### src/rtl/lsu.sv
// Load/store unit: one outstanding doubleword-bus access with lane steering,
// load extension, misalignment detection and a memory-timeout abort.
package lsu_pkg;
  typedef enum logic [3:0] {
    LSU_NONE, LSU_LB, LSU_LH, LSU_LW, LSU_LD, LSU_LBU, LSU_LHU, LSU_LWU,
    LSU_SB, LSU_SH, LSU_SW, LSU_SD
  } lsu_op_t;
endpackage

module lsu
  import lsu_pkg::*;
#(
  parameter int MEM_TIMEOUT = 255
) (
  input  logic           clk_i,
  input  logic           rst_i,
  input  logic           req_valid_i,
  output logic           req_ready_o,
  input  lsu_op_t        lsu_op_i,
  input  logic [63:0]    addr_i,
  input  logic [63:0]    wdata_i,
  input  logic [4:0]     rd_addr_i,
  output logic           resp_valid_o,
  output logic [63:0]    rdata_o,
  output logic [4:0]     rd_addr_o,
  output logic           misaligned_o,
  output logic           err_o,
  output logic           mem_req_o,
  output logic           mem_we_o,
  output logic [63:0]    mem_addr_o,
  output logic [7:0]     mem_be_o,
  output logic [63:0]    mem_wdata_o,
  input  logic           mem_gnt_i,
  input  logic           mem_rvalid_i,
  input  logic [63:0]    mem_rdata_i
);

  localparam logic [1:0] IDLE = 2'd0;
  localparam logic [1:0] REQ  = 2'd1;
  localparam logic [1:0] WAIT = 2'd2;
  localparam logic [1:0] DONE = 2'd3;

  localparam int CW = $clog2(MEM_TIMEOUT + 1);
  localparam logic [CW-1:0] TMO_LAST = CW'(MEM_TIMEOUT - 1);

  function automatic logic [1:0] op_size(input lsu_op_t op);
    case (op)
      LSU_LB, LSU_LBU, LSU_SB: op_size = 2'd0;
      LSU_LH, LSU_LHU, LSU_SH: op_size = 2'd1;
      LSU_LW, LSU_LWU, LSU_SW: op_size = 2'd2;
      default:                 op_size = 2'd3;
    endcase
  endfunction

  function automatic logic is_store(input lsu_op_t op);
    is_store = (op == LSU_SB) || (op == LSU_SH) || (op == LSU_SW) || (op == LSU_SD);
  endfunction

  logic [1:0]    state_reg;
  logic [CW-1:0] cnt_reg;
  lsu_op_t       op_reg;
  logic [63:0]   addr_reg;
  logic [63:0]   wdata_reg;
  logic [4:0]    rd_reg;
  logic [63:0]   rdata_reg;
  logic          mis_reg;
  logic          err_reg;

  logic          in_req;
  logic          in_done;
  logic          mis_in;
  logic [7:0]    be_base;
  logic [7:0]    be_shift;
  logic [63:0]   wdata_shift;
  logic [63:0]   rd_shift;
  logic [63:0]   load_data;
  logic          timed_out;

  always_comb begin
    mis_in = 1'b0;
    case (op_size(lsu_op_i))
      2'd1:    mis_in = addr_i[0];
      2'd2:    mis_in = |addr_i[1:0];
      2'd3:    mis_in = |addr_i[2:0];
      default: mis_in = 1'b0;
    endcase
  end

  always_comb begin
    case (op_size(op_reg))
      2'd0:    be_base = 8'h01;
      2'd1:    be_base = 8'h03;
      2'd2:    be_base = 8'h0F;
      default: be_base = 8'hFF;
    endcase
  end

  assign be_shift    = be_base << addr_reg[2:0];
  assign wdata_shift = wdata_reg << {addr_reg[2:0], 3'b000};
  assign rd_shift    = mem_rdata_i >> {addr_reg[2:0], 3'b000};

  // Stores return zero so a stale bus value never reaches the register file.
  always_comb begin
    case (op_reg)
      LSU_LB:  load_data = {{56{rd_shift[7]}}, rd_shift[7:0]};
      LSU_LH:  load_data = {{48{rd_shift[15]}}, rd_shift[15:0]};
      LSU_LW:  load_data = {{32{rd_shift[31]}}, rd_shift[31:0]};
      LSU_LBU: load_data = {56'd0, rd_shift[7:0]};
      LSU_LHU: load_data = {48'd0, rd_shift[15:0]};
      LSU_LWU: load_data = {32'd0, rd_shift[31:0]};
      LSU_LD:  load_data = rd_shift;
      default: load_data = 64'd0;
    endcase
  end

  assign timed_out = (cnt_reg == TMO_LAST);

  always_ff @(posedge clk_i) begin
    if (rst_i) begin
      state_reg <= IDLE;
      cnt_reg   <= '0;
      op_reg    <= LSU_NONE;
      addr_reg  <= '0;
      wdata_reg <= '0;
      rd_reg    <= '0;
      rdata_reg <= '0;
      mis_reg   <= 1'b0;
      err_reg   <= 1'b0;
    end else begin
      case (state_reg)
        IDLE: begin
          if (req_valid_i && lsu_op_i != LSU_NONE) begin
            op_reg    <= lsu_op_i;
            addr_reg  <= addr_i;
            wdata_reg <= wdata_i;
            rd_reg    <= rd_addr_i;
            rdata_reg <= '0;
            err_reg   <= 1'b0;
            mis_reg   <= mis_in;
            cnt_reg   <= '0;
            state_reg <= mis_in ? DONE : REQ;
          end
        end
        REQ: begin
          if (mem_gnt_i) begin
            if (mem_rvalid_i) begin
              rdata_reg <= load_data;
              state_reg <= DONE;
            end else begin
              state_reg <= WAIT;
            end
            cnt_reg <= cnt_reg + 1'b1;
          end else if (timed_out) begin
            err_reg   <= 1'b1;
            rdata_reg <= '0;
            state_reg <= DONE;
          end else begin
            cnt_reg <= cnt_reg + 1'b1;
          end
        end
        WAIT: begin
          if (mem_rvalid_i) begin
            rdata_reg <= load_data;
            state_reg <= DONE;
          end else if (timed_out) begin
            err_reg   <= 1'b1;
            rdata_reg <= '0;
            state_reg <= DONE;
          end else begin
            cnt_reg <= cnt_reg + 1'b1;
          end
        end
        default: state_reg <= IDLE;
      endcase
    end
  end

  assign in_req  = (state_reg == REQ);
  assign in_done = (state_reg == DONE);

  assign req_ready_o  = (state_reg == IDLE);
  assign resp_valid_o = in_done;
  assign rdata_o      = in_done ? rdata_reg : 64'd0;
  assign rd_addr_o    = in_done ? rd_reg : 5'd0;
  assign misaligned_o = in_done & mis_reg;
  assign err_o        = in_done & err_reg;

  // Bus-side outputs are zero outside REQ so nothing leaks while idle.
  assign mem_req_o   = in_req;
  assign mem_we_o    = in_req & is_store(op_reg);
  assign mem_addr_o  = in_req ? {addr_reg[63:3], 3'b000} : 64'd0;
  assign mem_be_o    = in_req ? be_shift : 8'd0;
  assign mem_wdata_o = in_req ? wdata_shift : 64'd0;

endmodule

### config.mk
export PLATFORM = sky130hd
export DESIGN_NAME = lsu
export DESIGN_NICKNAME = d
export VERILOG_FILES = /design/src/rtl/lsu.sv
export SDC_FILE = /design/constraint.sdc
export NUM_CORES = 1
export LEC_CHECK = 0
export ABC_AREA = 0
export CAP_MARGIN = 20
export CORE_ASPECT_RATIO = 0.7
export CORE_MARGIN = 2
export CORE_UTILIZATION = 50
export CTS_BUF_LIST = sky130_fd_sc_hd__clkbuf_4
export DETAILED_ROUTE_END_ITERATION = 6
export GPL_TIMING_DRIVEN = 1
export HOLD_SLACK_MARGIN = 0.02
export PLACE_DENSITY = 0.86
export SYNTH_ARGS = -nofsm -noshare
export SYNTH_HDL_FRONTEND = slang
export SYNTH_SLANG_ARGS = --single-unit
### constraint.sdc
create_clock -name clk_i -period 3.8 [get_ports clk_i]
set_clock_uncertainty 0.1 [all_clocks]
set_input_delay 1.14 -clock clk_i [delete_from_list [all_inputs] [get_ports clk_i]]
set_output_delay 1.14 -clock clk_i [all_outputs]
set_load 0.02 [all_outputs]
-- Yosys cells after proc, flatten, opt, wreduce, memory -nomap -nowiden
Memory sizes are Yosys's and may differ from the RTL's. A register that Yosys moved wholly into a read port is not among the register bits.
Index checks and enable logic that the tools add are counted.
- logic and storage cells: 89
- memories: 2
- bits in registers: 213
- input port bits: 206
- ROM bits: 64
- output and inout bits: 211
- memories (name ; words ; width ; rd ports ; clocked after Yosys merged registers in ; write ports ; line ; source):
    (name not given) ; 16 ; 2 ; 1 ; 1 ; 0 ; 47 ; case (op)
    (name not given) ; 16 ; 2 ; 1 ; 0 ; 0 ; 47 ;
- equality and inequality tests: 24
- shift-type cells: 3
- bitwise operators: 3
- add/subtract/negate cells: 1
- reductions and logical operators: 14
- mux-type cells: 33
- operators with widths (kind ; count):
    $mux W64 ; 8
    $pmux W64 S7 ; 1
    $pmux W64 S3 ; 1
    $shl A64 B6 Y64 ; 1
    $shr A64 B6 Y64 ; 1
    $pmux W8 S3 ; 2
    $mux W8 ; 5
    $eq A4 B3 Y1 const B ; 4
    $eq A4 B4 Y1 const B ; 4
    $eq A2 B2 Y1 const B ; 5
    $mux W2 ; 5
    $add A8 B1 Y8 const B ; 1
    $eq A4 B2 Y1 const B ; 2
    $eq A8 B8 Y1 const B ; 1
    $mux W4 ; 2
    $shl A8 B3 Y8 ; 1
    $eq A2 B1 Y1 const B ; 3
    $pmux W1 S3 ; 2
    $pmux W2 S3 ; 1
    $reduce_and A3 Y1 ; 2
    $mux W1 ; 5
    $mux W5 ; 1
    $eq A4 B1 Y1 const B ; 1
    $logic_not A2 Y1 ; 2
    other kinds (12) ; 17

-- Depth between registers and ports, before layout
An unclocked memory read counts as a cell.
- word-level depth: 6
- depth in mapped cells: 10
- depth with buffers taken out: 7

-- Worst setup path after synthesis
OpenSTA, ideal clock, no wires.
- path type: reg2out
- start point: register addr_reg[0]
- end point: output port mem_be_o[5]
- stages on the path, launching flop included: 8
- buffers on the path: 5
- arrival time: 2.078 ns
- path slack: 0.482 ns
- required time: 2.560 ns
- cells stage by stage: dfxtp_1 buf_2 buf_2 buf_2 buf_2 buf_2 nor3_1 a211oi_1
- cells in the longest elaborated chain, start to end: 2
- ends and longest elaborated chain (item ; line ; source):
    from (decl) ; 62 ; logic [63:0] addr_reg;
    from (signal assigned) ; 134 ; addr_reg <= addr_i;
    $shl A8 B3 Y8 ; 98 ; assign be_shift = be_base << addr_reg[2:0];
    $mux W8 ; 192 ; assign mem_be_o = in_req ? be_shift : 8'd0;
    to (decl) ; 31 ; output logic [7:0] mem_be_o,
No other way between the ends.

-- Worst setup path after layout
- start point: register state_reg[1]
- end point: output port rdata_o[49]
- cells in the longest elaborated chain, start to end: 2
- ends and longest elaborated chain (item ; line ; source):
    from (decl) ; 59 ; logic [1:0] state_reg;
    from (signal assigned) ; 141 ; state_reg <= mis_in ? DONE : REQ;
    $eq A2 B2 Y1 ; 179 ; assign in_done = (state_reg == DONE);
    $mux W64 ; 183 ; assign rdata_o = in_done ? rdata_reg : 64'd0;
    to (decl) ; 24 ; output logic [63:0] rdata_o,
No other way between the ends.

==> results.py <==
metrics = {
    "drt": {
        "vias_per_cell": 5.941,
        "vias": 13680,
        "drc": 0,
        "dr.pass1.iters": 6,
        "routedWlPerCell_um": 20.88,
        "ant_nets": 0,
        "drt_wl_total_um": 48060,
        "drtIter0Drc": 1310,
    },
    "outcome": {
        "status": "completed",
    },
    "place": {
        "io_buffer_count": 413,
        "routabilityCongestion": 1.025,
        "hpwlAfterDp_um": 34260,
        "dpl.cell_count": 2200,
    },
    "setup_path": {
        "rrSetupSlack_ps": 660,
        "crit_fanout": 38,
        "crit_path_start_kind": "flip-flop",
        "path_class": "reg2out",
        "worst_path_max_delay_cell": "clkdlybuf4s50_1",
        "max_stage_delay_ps": 630,
        "worstPathArrival_ps": 2500,
        "critPathRequiredTime_ps": 2560,
        "cp_cell_sequence": "ha_2 -> buf_8 -> and2_1 -> clkdlybuf4s50_1",
        "critPathCaptureType": "output pin",
    },
    "logic_synthesis": {
        "syn_area_per_cell_um2": 8.288,
        "yosysTopAreaCellShare": 0.3331,
        "ys.flop_type": "dfxtp_1",
        "ys_ff_latch": 215,
        "synth-simple-area-share": 0.2394,
        "ys_seq_area_frac": 0.3331,
        "syn-instance-count": 1559,
        "synth-edff-count": 0,
        "synth-compound-area-share": 0.1838,
        "synthMuxAreaShare": 0.1797,
        "ys_top_cells_by_area": "dfxtp_1 33%, mux4_2 9.6%, nand2_1 9.3%",
        "async_flop_share": 0,
        "synth_area_um2": 12920,
        "synth_common_cells": "321 x nand2_1, 215 x dfxtp_1, 182 x a21oi_1",
        "synth_cell_types": 66,
        "synth.most_common_cell": "nand2_1",
        "synth_top_family_by_area": "simple AND/OR/NAND/NOR gates",
        "synth_top_cell_by_area": "dfxtp_1",
        "synth-xor-area-share": 0.001356,
        "yosys_warnings": 0,
        "synthAdderAreaFrac": 0.007747,
    },
    "clock_tree": {
        "cts-root-buf": "clkbuf_4",
        "cts_buffer_depth": 3,
        "cts_max_level": 2,
        "cts_buffers": 53,
        "cts_tree": "done",
        "cts_hold_buf": 0,
        "path_clk_slew_ps": 80,
        "clock-sinks": 215,
        "clock_latency_ps": 710,
    },
    "die": {
        "dieArea_um2": 27160,
        "io-pin-count": 417,
        "rows": 49,
        "core_area_um2": 25570,
        "fp.dieW_um": 196.1,
        "dieHeight_um": 138.5,
        "start_util": 0.5054,
    },
    "power": {
        "power_switching_share": 0.4160,
        "combPwrFrac": 0.456,
        "p_leak_nw": 7.381,
        "p_total_mw": 8.824,
        "intPower_mw": 5.153,
        "clkPwrFrac": 0.229,
        "power.switching_mw": 3.671,
        "max-vdd-ir-drop_v": 0.0003797,
        "p_seq_frac": 0.316,
        "powerDensity_nw_per_um2": 486.8,
    },
    "cells_and_area": {
        "ff_latch_area_um2": 4317,
        "fin_util": 0.7090,
        "instances_no_fill": 2302,
        "area_delta_synth_final_pct": 40.28,
        "nFillCells": 2079,
        "nNetsFinal": 2146,
        "multiInputGateArea_um2": 8009,
        "layout-drive-gt1-share": 0.1346,
    },
    "timing": {
        "period_share": 0.9834,
        "worst_pin_slew_ps": 1023,
        "setup-violations-final": 0,
        "hold_ws_ps": 350.5,
        "min_period_ps": 3737,
        "fmax_mhz": 267.6,
        "hold_violations": 0,
        "tns_ps": 0,
        "drv_slew": 0,
        "slew_headroom": 0.3129,
    },
    "global_routing": {
        "grt_usage": 0.3419,
        "grt_pass1_vias": 13110,
        "grt_overflow": 0,
        "grt_pass1_wl_um": 73420,
        "antenna_found_initial": 3,
        "grt_start_max_net_pins": 116,
    },
    "min_path": {
        "min_path_type": "reg2reg",
    },
    "run": {
        "maxCapViolations": 0,
    },
}
-- worst paths after layout --
kind	start	to	cells after the start
worst max-delay path	state_reg[1]	rdata_o[49]	4
worst min-delay path	addr_reg[36]	addr_reg[36]	2
worst max register to register	addr_reg[0]	rdata_reg[1]	7
worst min register to register	addr_reg[36]	addr_reg[36]	2
-- logic make-up (layout without fill, tap and decap cells) --
family | after synthesis | after routing
simple gates | 647 | 647
compound gates | 366 | 366
flops | 215 | 215
mux | 160 | 160
buf+inv | 160 | 568
fa+ha+maj | 8 | 8
xor+xnor | 2 | 2
other cells | 1 | 5
-- timing repair --
action | in CTS | in global routing
gates cloned | 2 | 1
buffers inserted | 2 | 2
endpoints found under the setup margin | 126 | 169
resized for setup | 87 | 53
-- power by group through the flow --
stage / clock [mW] / combinational [mW] / sequential, mW
2_1_floorplan: 0 / 2.56 / 2.70
3_3_place_gp: 0 / 3.80 / 2.81
3_5_place_dp: 0 / 3.87 / 2.83
4_1_cts: 2.06 / 3.90 / 2.77
5_1_grt: 2.17 / 4.31 / 2.82
6_report: 2.02 / 4.02 / 2.79
-- critical path: cells and delay by family (launching register included) --
| kind | cells | cell delay, ps |
|---|---|---|
| adders and majority gates | 1 | 260 |
| and+or+nand+nor | 1 | 200 |
| buffers and inverters | 2 | 870 |
| DFF | 1 | 420 |
-- per-layer routing --
layer | up-vias | track usage | routed length, um | share of wire
li1 | 6255 | - | - | -
met3 | 135 | 0.08392 | 5063 | 0.11
met1 | 6460 | 0.4551 | 19400 | 0.40
met5 | - | 0 | 13 | 0.00027
met2 | 824 | 0.5419 | 21850 | 0.45
met4 | 2 | 0.1244 | 1727 | 0.036
-- metrics by stage --
| step | setup WS [ps] | area [um2] |
|---|---|---|
| after floorplan | 481.9 | 12930 |
| after global placement | 269.5 | 17260 |
| after detailed placement | 130.1 | 17260 |
| after CTS | -29.01 | 18000 |
| after global routing | -8.500 | 18120 |
| final | 63.12 | 18130 |
-- layout by cell type, fill, tap and decap left out, drive strengths merged, types with 54 or more instances in the layout --
cell type      instances
clkdlybuf4s50        325
nand2                322
dfxtp                215
a21oi                182
and2                 149
clkbuf                90
mux2i                 82
nor2                  76
mux4                  55
a22o                  54
-- final cells by class --
class                           instances  area share
Multi-Input combinational cell       1186      0.4418
Inverter                               13    0.002692
Antenna cell                            2   0.0002761
Sequential cell                       215      0.2381
Clock buffer                           80     0.03313
Timing Repair Buffer                  463      0.2566
Clock inverter                         12    0.004487
Tap cell                              331     0.02285
Note: power is estimated with default switching activity, not from simulation.
